`src/rtl/pcie_tl_pkg.sv`:
```
// Shared encodings for the transaction-layer VC path: link states, VC count,
// destination field layout and the arbiter's pause-tracking states.
package pcie_tl_pkg;

   localparam int NUM_VC = 4;

   // Destination index is the top DEST_W bits of every word.
   localparam int DEST_W = 2;

   typedef enum logic [3:0] {
      ST_RESET  = 4'b0001,
      ST_INIT   = 4'b0010,
      ST_IDLE   = 4'b0100,
      ST_ACTIVE = 4'b1000
   } link_state_e;

   typedef enum logic {
      PS_RUN  = 1'b0,
      PS_HOLD = 1'b1
   } pause_state_e;

   function automatic logic [NUM_VC-1:0] dest_onehot(input logic [DEST_W-1:0] dest);
      logic [NUM_VC-1:0] oh;
      oh       = '0;
      oh[dest] = 1'b1;
      return oh;
   endfunction

endpackage

```
`src/rtl/rr_pick4.sv`:
```
// Rotating-priority encoder: first asserted req at or after ptr, wrapping mod 4.
module rr_pick4
   import pcie_tl_pkg::*;
(
   input  logic [NUM_VC-1:0] req,
   input  logic [1:0]        ptr,
   output logic [NUM_VC-1:0] gnt,
   output logic [1:0]        gnt_idx
);

   logic       found;
   logic [1:0] idx;

   always_comb begin
      gnt     = '0;
      gnt_idx = ptr;
      found   = 1'b0;
      idx     = ptr;
      for (int k = 0; k < NUM_VC; k++) begin
         idx = ptr + 2'(k);
         if (!found && req[idx]) begin
            found        = 1'b1;
            gnt[idx]     = 1'b1;
            gnt_idx      = idx;
         end
      end
   end

endmodule

```
`src/rtl/vc_rr_arbiter.sv`:
```
// Round-robin VC arbiter: moves one word per cycle from a non-empty input FIFO
// to the output FIFO named by its destination field, throttled by hysteresis.
//
//   pause FSM state | meaning
//   PS_RUN          | arbitration allowed (when link is ACTIVE)
//   PS_HOLD         | an output FIFO hit the high-water mark; wait for low-water
module vc_rr_arbiter
   import pcie_tl_pkg::*;
#(
   parameter int DATA_W = 6,
   parameter int CNT_W  = 3
)(
   input  logic                     clk,
   input  logic                     reset,
   input  logic [3:0]               State,
   input  logic [CNT_W-1:0]         umbral_superior,
   input  logic [CNT_W-1:0]         umbral_inferior,
   input  logic [NUM_VC-1:0]        empty_in,
   input  logic [NUM_VC*DATA_W-1:0] data_in,
   input  logic [NUM_VC*CNT_W-1:0]  out_count,
   output logic [NUM_VC-1:0]        pop,
   output logic [NUM_VC-1:0]        push,
   output logic [DATA_W-1:0]        data_out,
   output logic                     pause,
   output logic [1:0]               grant_ptr
);

   pause_state_e ps_q, ps_d;

   logic [DATA_W-1:0] word  [NUM_VC];
   logic [CNT_W-1:0]  count [NUM_VC];

   logic [NUM_VC-1:0] gnt;
   logic [1:0]        gnt_idx;
   logic              arb_en;
   logic              any_grant;
   logic [DATA_W-1:0] sel_word;
   logic [DEST_W-1:0] sel_dest;
   logic              any_hi;
   logic              all_lo;

   for (genvar i = 0; i < NUM_VC; i++) begin : g_unpack
      assign word[i]  = data_in[i*DATA_W +: DATA_W];
      assign count[i] = out_count[i*CNT_W +: CNT_W];
   end

   rr_pick4 u_pick (
      .req     (~empty_in),
      .ptr     (grant_ptr),
      .gnt     (gnt),
      .gnt_idx (gnt_idx)
   );

   // pop is combinational, so it must be gated by reset directly rather than
   // relying on the registered state.
   assign arb_en    = reset && (State == ST_ACTIVE) && (ps_q == PS_RUN);
   assign pop       = arb_en ? gnt : '0;
   assign any_grant = |pop;
   assign sel_word  = word[gnt_idx];
   assign sel_dest  = sel_word[DATA_W-1 -: DEST_W];
   assign pause     = (ps_q == PS_HOLD);

   always_comb begin
      any_hi = 1'b0;
      all_lo = 1'b1;
      for (int j = 0; j < NUM_VC; j++) begin
         if (count[j] >= umbral_superior) any_hi = 1'b1;
         if (count[j] >  umbral_inferior) all_lo = 1'b0;
      end
   end

   always_comb begin
      ps_d = ps_q;
      case (ps_q)
         PS_RUN:  if (any_hi) ps_d = PS_HOLD;
         PS_HOLD: if (all_lo) ps_d = PS_RUN;
         default: ps_d = PS_RUN;
      endcase
   end

   always_ff @(posedge clk or negedge reset) begin
      if (!reset) begin
         ps_q <= PS_RUN;
      end else begin
         ps_q <= ps_d;
      end
   end

   always_ff @(posedge clk or negedge reset) begin
      if (!reset) begin
         push      <= '0;
         data_out  <= '0;
         grant_ptr <= '0;
      end else if (any_grant) begin
         push      <= dest_onehot(sel_dest);
         data_out  <= sel_word;
         grant_ptr <= gnt_idx + 2'd1;
      end else begin
         push      <= '0;
      end
   end

endmodule

```
`config.mk`:
```
export PLATFORM = sky130hd
export DESIGN_NAME = vc_rr_arbiter
export DESIGN_NICKNAME = d
export VERILOG_FILES = /design/src/rtl/pcie_tl_pkg.sv /design/src/rtl/rr_pick4.sv /design/src/rtl/vc_rr_arbiter.sv
export SDC_FILE = /design/constraint.sdc
export NUM_CORES = 1
export LEC_CHECK = 0
export ABC_AREA = 1
export CAP_MARGIN = 20
export CORE_MARGIN = 2
export CORE_UTILIZATION = 40
export CTS_CLUSTER_SIZE = 28
export DETAILED_ROUTE_END_ITERATION = 12
export PLACE_DENSITY = 0.79
export SLEW_MARGIN = 10
export SYNTH_ARGS = -nofsm -noshare
export SYNTH_HDL_FRONTEND = slang
export SYNTH_SLANG_ARGS = --single-unit
```
`constraint.sdc`:
```
create_clock -name clk -period 2.2 [get_ports clk]
set_clock_uncertainty 0.05 [all_clocks]
set_input_delay 0.44 -clock clk [delete_from_list [all_inputs] [get_ports clk]]
set_output_delay 0.44 -clock clk [all_outputs]
set_load 0.03 [all_outputs]
```
==> key figures, run 1 <==
Status
  • Outcome: finished with violations
  • Failing checks: negative setup slack

STA
  • Fin crit share: 105.8%
  • Final setup margin: -0.1265 ns
  • Worst slew pin tran: 0.3438 ns
  • Hold Vio Cnt, Final: 0
  • Slew Viols, Final: 0
  • Count of final setup violators: 13
  • Min Tclk post-route: 2.327 ns
  • Relative slew slack: 77.01%
  • Fmax: 0.4298 GHz
  • Unrepaired setup endpoints after global routing: true
  • WHS: 0.4218 ns

Min path
  • Worst Hold Class: flip-flop to flip-flop
  • Sink of the worst hold path: data_out[4]$_DFFE_PN0P_
  • Hold Startpoint: data_out[4]$_DFFE_PN0P_
  • Hold path depth: 2

Cells and area
  • Non-Filler Instances: 419
  • Number of fill cells in the layout: 305
  • Layout area overhead: 72.02%
  • Most frequent cells in the layout: nand2_1, clkdlybuf4s50_1, ha_1
  • Nets: 452
  • Inserted Diodes: 0
  • Layout cell share with drive strength beyond 1: around 28%
  • Final Cell Area: 0.002977 mm²
  • Core Util, Final: around 73%
  • Commonest non-fill, non-tap cell in the layout: nand2_1

Synthesis
  • Number of synthesized register bits: 13
  • Mapped Area: 0.001730 mm²
  • Synth cell types: 26
  • Sequential area share after synthesis: between 10% and 20%
  • Yosys warning count: 0
  • Syn avg cell area: 6.385 µm²
  • Synth Net Count: 353
  • Syn Inst Count: 271

Floorplanning
  • DIE AREA: 0.004868 mm²
  • Initial Util: 42.35%
  • Core Box Area: just over 0.004 mm²
  • I/O pin total: slightly below 70
  • Chip Width: 69.77 µm
  • Die H: 69.77 µm
  • Placement Rows: 23

Power and ir drop
  • Pleak: 1.535 nW
  • VDD IR max: 0.9055 mV
  • Pint: between 1.5 and 2 mW
  • Clock share of power: 5.8%
  • Sequential power share: approximately 9%
  • Pwr Density: 1214 mW/mm²
  • Comb pwr share: roughly 85%
  • Switching Share: 51.91%
  • Switching pwr: 1.876 mW
  • Design Power: between 3 and 4 mW

Routing
  • Iteration-0 DRC Markers: 89
  • Initial DRT Pass Iterations: 4
  • Vias per cell: 5.021
  • Final ANT Viol Nets: 0
  • WL final: 5.463 mm
  • Vias: ~2.1k
  • DRC errors left: 0
  • Drt wl/cell: 13.04 µm

Global route
  • Initial antenna violation count: 0
  • GRT Overall Usage: 20.44%
  • Vias in the first global route: 1955
  • Global-route wire length before repair: 8.376 mm
  • Largest net degree at the start of global routing: 14
  • Total grt overflow: 0

Critical path
  • Critical Path Start Type: flip-flop
  • Worst-path maximum fanout: 7
  • R2r setup slk: -0.11 ns
  • FF-to-FF End: grant_ptr[0]$_DFFE_PN0P_
  • CP Class: flip-flop to primary output
  • Crit. End Element: primary output
  • WP data arrival: between 1.5 and 2 ns
  • Crit-path most repeated cell: nand3_2
  • Critical path's slowest cell: dfrtp_2
  • Worst r2r src: grant_ptr[0]$_DFFE_PN0P_
  • CP Data Required Time: roughly 1.7 ns
  • Crit-path cells: inv_4 > ha_4 > nand3_2 > nand2_8 > nor2_4 > nand3_2 > nand3_2 > nand2_2 > inv_2 > buf_6
  • Worst R2R Path Depth: 16
  • Worst stage delay on the critical path: 0.42 ns

Clock network
  • CTS tree: done
  • Number of CTS-inserted buffers: 3
  • CTS HTree Levels: 1
  • Worst skew pair latency: ~0.24 ns
  • CTS sink cnt: 13
  • Root Buffer: clkbuf_8
  • Max Root-Sink Buffers: 2
  • Clock transition at path regs: ~0.050 ns

Job
  • Max-cap violation count: 0

Place
  • DP Wirelength: 3.859 mm
  • Port Buf Inserts: 68
  • Placed insts: ~410
  • Placer Congestion: 0.8532
  • Placed inst area: 0.002633 mm²
-- state kept, by name (all words and copies together), names as in the netlist --
register   flops
pause          1
data_out       6
grant_ptr      2
push           4
-- cells in the mapped netlist --
cell type / count / area share, %
nand2_1: 110 / 24
o31ai_1: 1 / 0.43
nand2_2: 7 / 2.5
nand3b_1: 2 / 0.87
buf_4: 2 / 0.87
o21ai_0: 10 / 2.9
ha_1: 30 / 22
inv_2: 2 / 0.43
nor2_4: 1 / 0.65
nand3_1: 34 / 9.8
dfrtp_1: 13 / 19
buf_6: 1 / 0.65
a21oi_1: 2 / 0.58
o21a_1: 2 / 0.87
inv_1: 32 / 6.9
a22o_1: 1 / 0.51
nor3_1: 1 / 0.29
nor2_2: 1 / 0.36
nor4_1: 1 / 0.36
a32oi_1: 2 / 1.0
a21boi_0: 4 / 1.7
nor2_1: 5 / 1.1
nor4b_1: 1 / 0.51
o21ai_1: 3 / 0.87
nand2_4: 1 / 0.65
a31oi_1: 2 / 0.72
-- metrics by stage --
stage | setup WS, ns | setup TNS, ns
final | -0.1265 | -0.8213
after global routing | -0.2434 | -2.847
after CTS | -0.09006 | -0.3271
after detailed placement | -0.2993 | -4.223
after global placement | -0.2300 | -3.222
after floorplan | -0.01752 | -0.06328
-- cells by family (layout without fill, tap and decap cells) --
family / count (synthesis) / in the layout / share of synthesized area, %
and+or+nand+nor: 164 / 165 / 41.00
buffers and inverters: 37 / 134 / 8.894
DFF: 13 / 13 / 18.80
AOI/OAI and AO/OA: 27 / 27 / 9.617
adders and majority gates: 30 / 30 / 21.69
-- power groups by stage --
stage                     registers (mW)  logic, mW  clock network [mW]
after floorplan                    0.453       1.43                   0
after global placement             0.329       2.27                   0
after detailed placement           0.329       2.31                   0
after CTS                          0.327       2.58               0.211
after global routing               0.333       3.38               0.220
final                              0.327       3.08               0.210
-- worst max-delay path: cells and delay by family, from the launching register on --
kind | cells | cell delay [ns]
and+or+nand+nor | 6 | 0.70
DFF | 1 | 0.42
buffers and inverters | 3 | 0.25
adders and majority gates | 1 | 0.22
-- repair_timing --
action	in CTS	in global routing
hold buffers	0	0
cloned	1	0
setup endpoints to repair	13	17
gates resized for setup	31	40
pin swaps	17	19
buffers inserted	6	3
-- worst max-delay path by stage --
stage | from | endpoint | slack [ns]
final | grant_ptr[0]$_DFFE_PN0P_ | pop[2] | -0.13
after floorplan | grant_ptr[0]$_DFFE_PN0P_ | pop[1] | -0.02
after global routing | grant_ptr[0]$_DFFE_PN0P_ | pop[0] | -0.24
after global placement | empty_in[0] | data_out[0]$_DFFE_PN0P_ | -0.23
after CTS | grant_ptr[0]$_DFFE_PN0P_ | pop[2] | -0.09
after detailed placement | empty_in[0] | data_out[5]$_DFFE_PN0P_ | -0.30
-- layer usage --
metal	up-vias	wire length [µm]	track usage (%)
met3	11	393	2.035
li1	1082	-	-
met5	-	0	0
met2	94	2621	36.08
met4	0	111	7.051
met1	917	2336	25.73
-- cell type report --
type | count | area, µm² | share of cell area (%)
multi-input cells | 222 | 1483 | 49.81
repair buffers | 96 | 925.9 | 31.11
flip-flops and latches | 13 | 327.8 | 11.01
inverters | 34 | 132.6 | 4.456
well taps | 50 | 62.56 | 2.102
clock buffers | 4 | 45.04 | 1.513
Power figures use the tool's default switching activity.
==> run 2: changes to the inputs <==
--- a/config.mk
+++ b/config.mk
@@ -6,11 +6,12 @@
 export NUM_CORES = 1
 export LEC_CHECK = 0
 export ABC_AREA = 1
-export CAP_MARGIN = 20
 export CORE_MARGIN = 2
 export CORE_UTILIZATION = 40
+export CTS_CLUSTER_DIAMETER = 50
 export CTS_CLUSTER_SIZE = 28
 export DETAILED_ROUTE_END_ITERATION = 12
+export HOLD_SLACK_MARGIN = 0.03
 export PLACE_DENSITY = 0.79
 export SLEW_MARGIN = 10
 export SYNTH_ARGS = -nofsm -noshare
==> results of run 2 <==
Same layout as run 1: the final DEF is identical, and so are final timing and power.
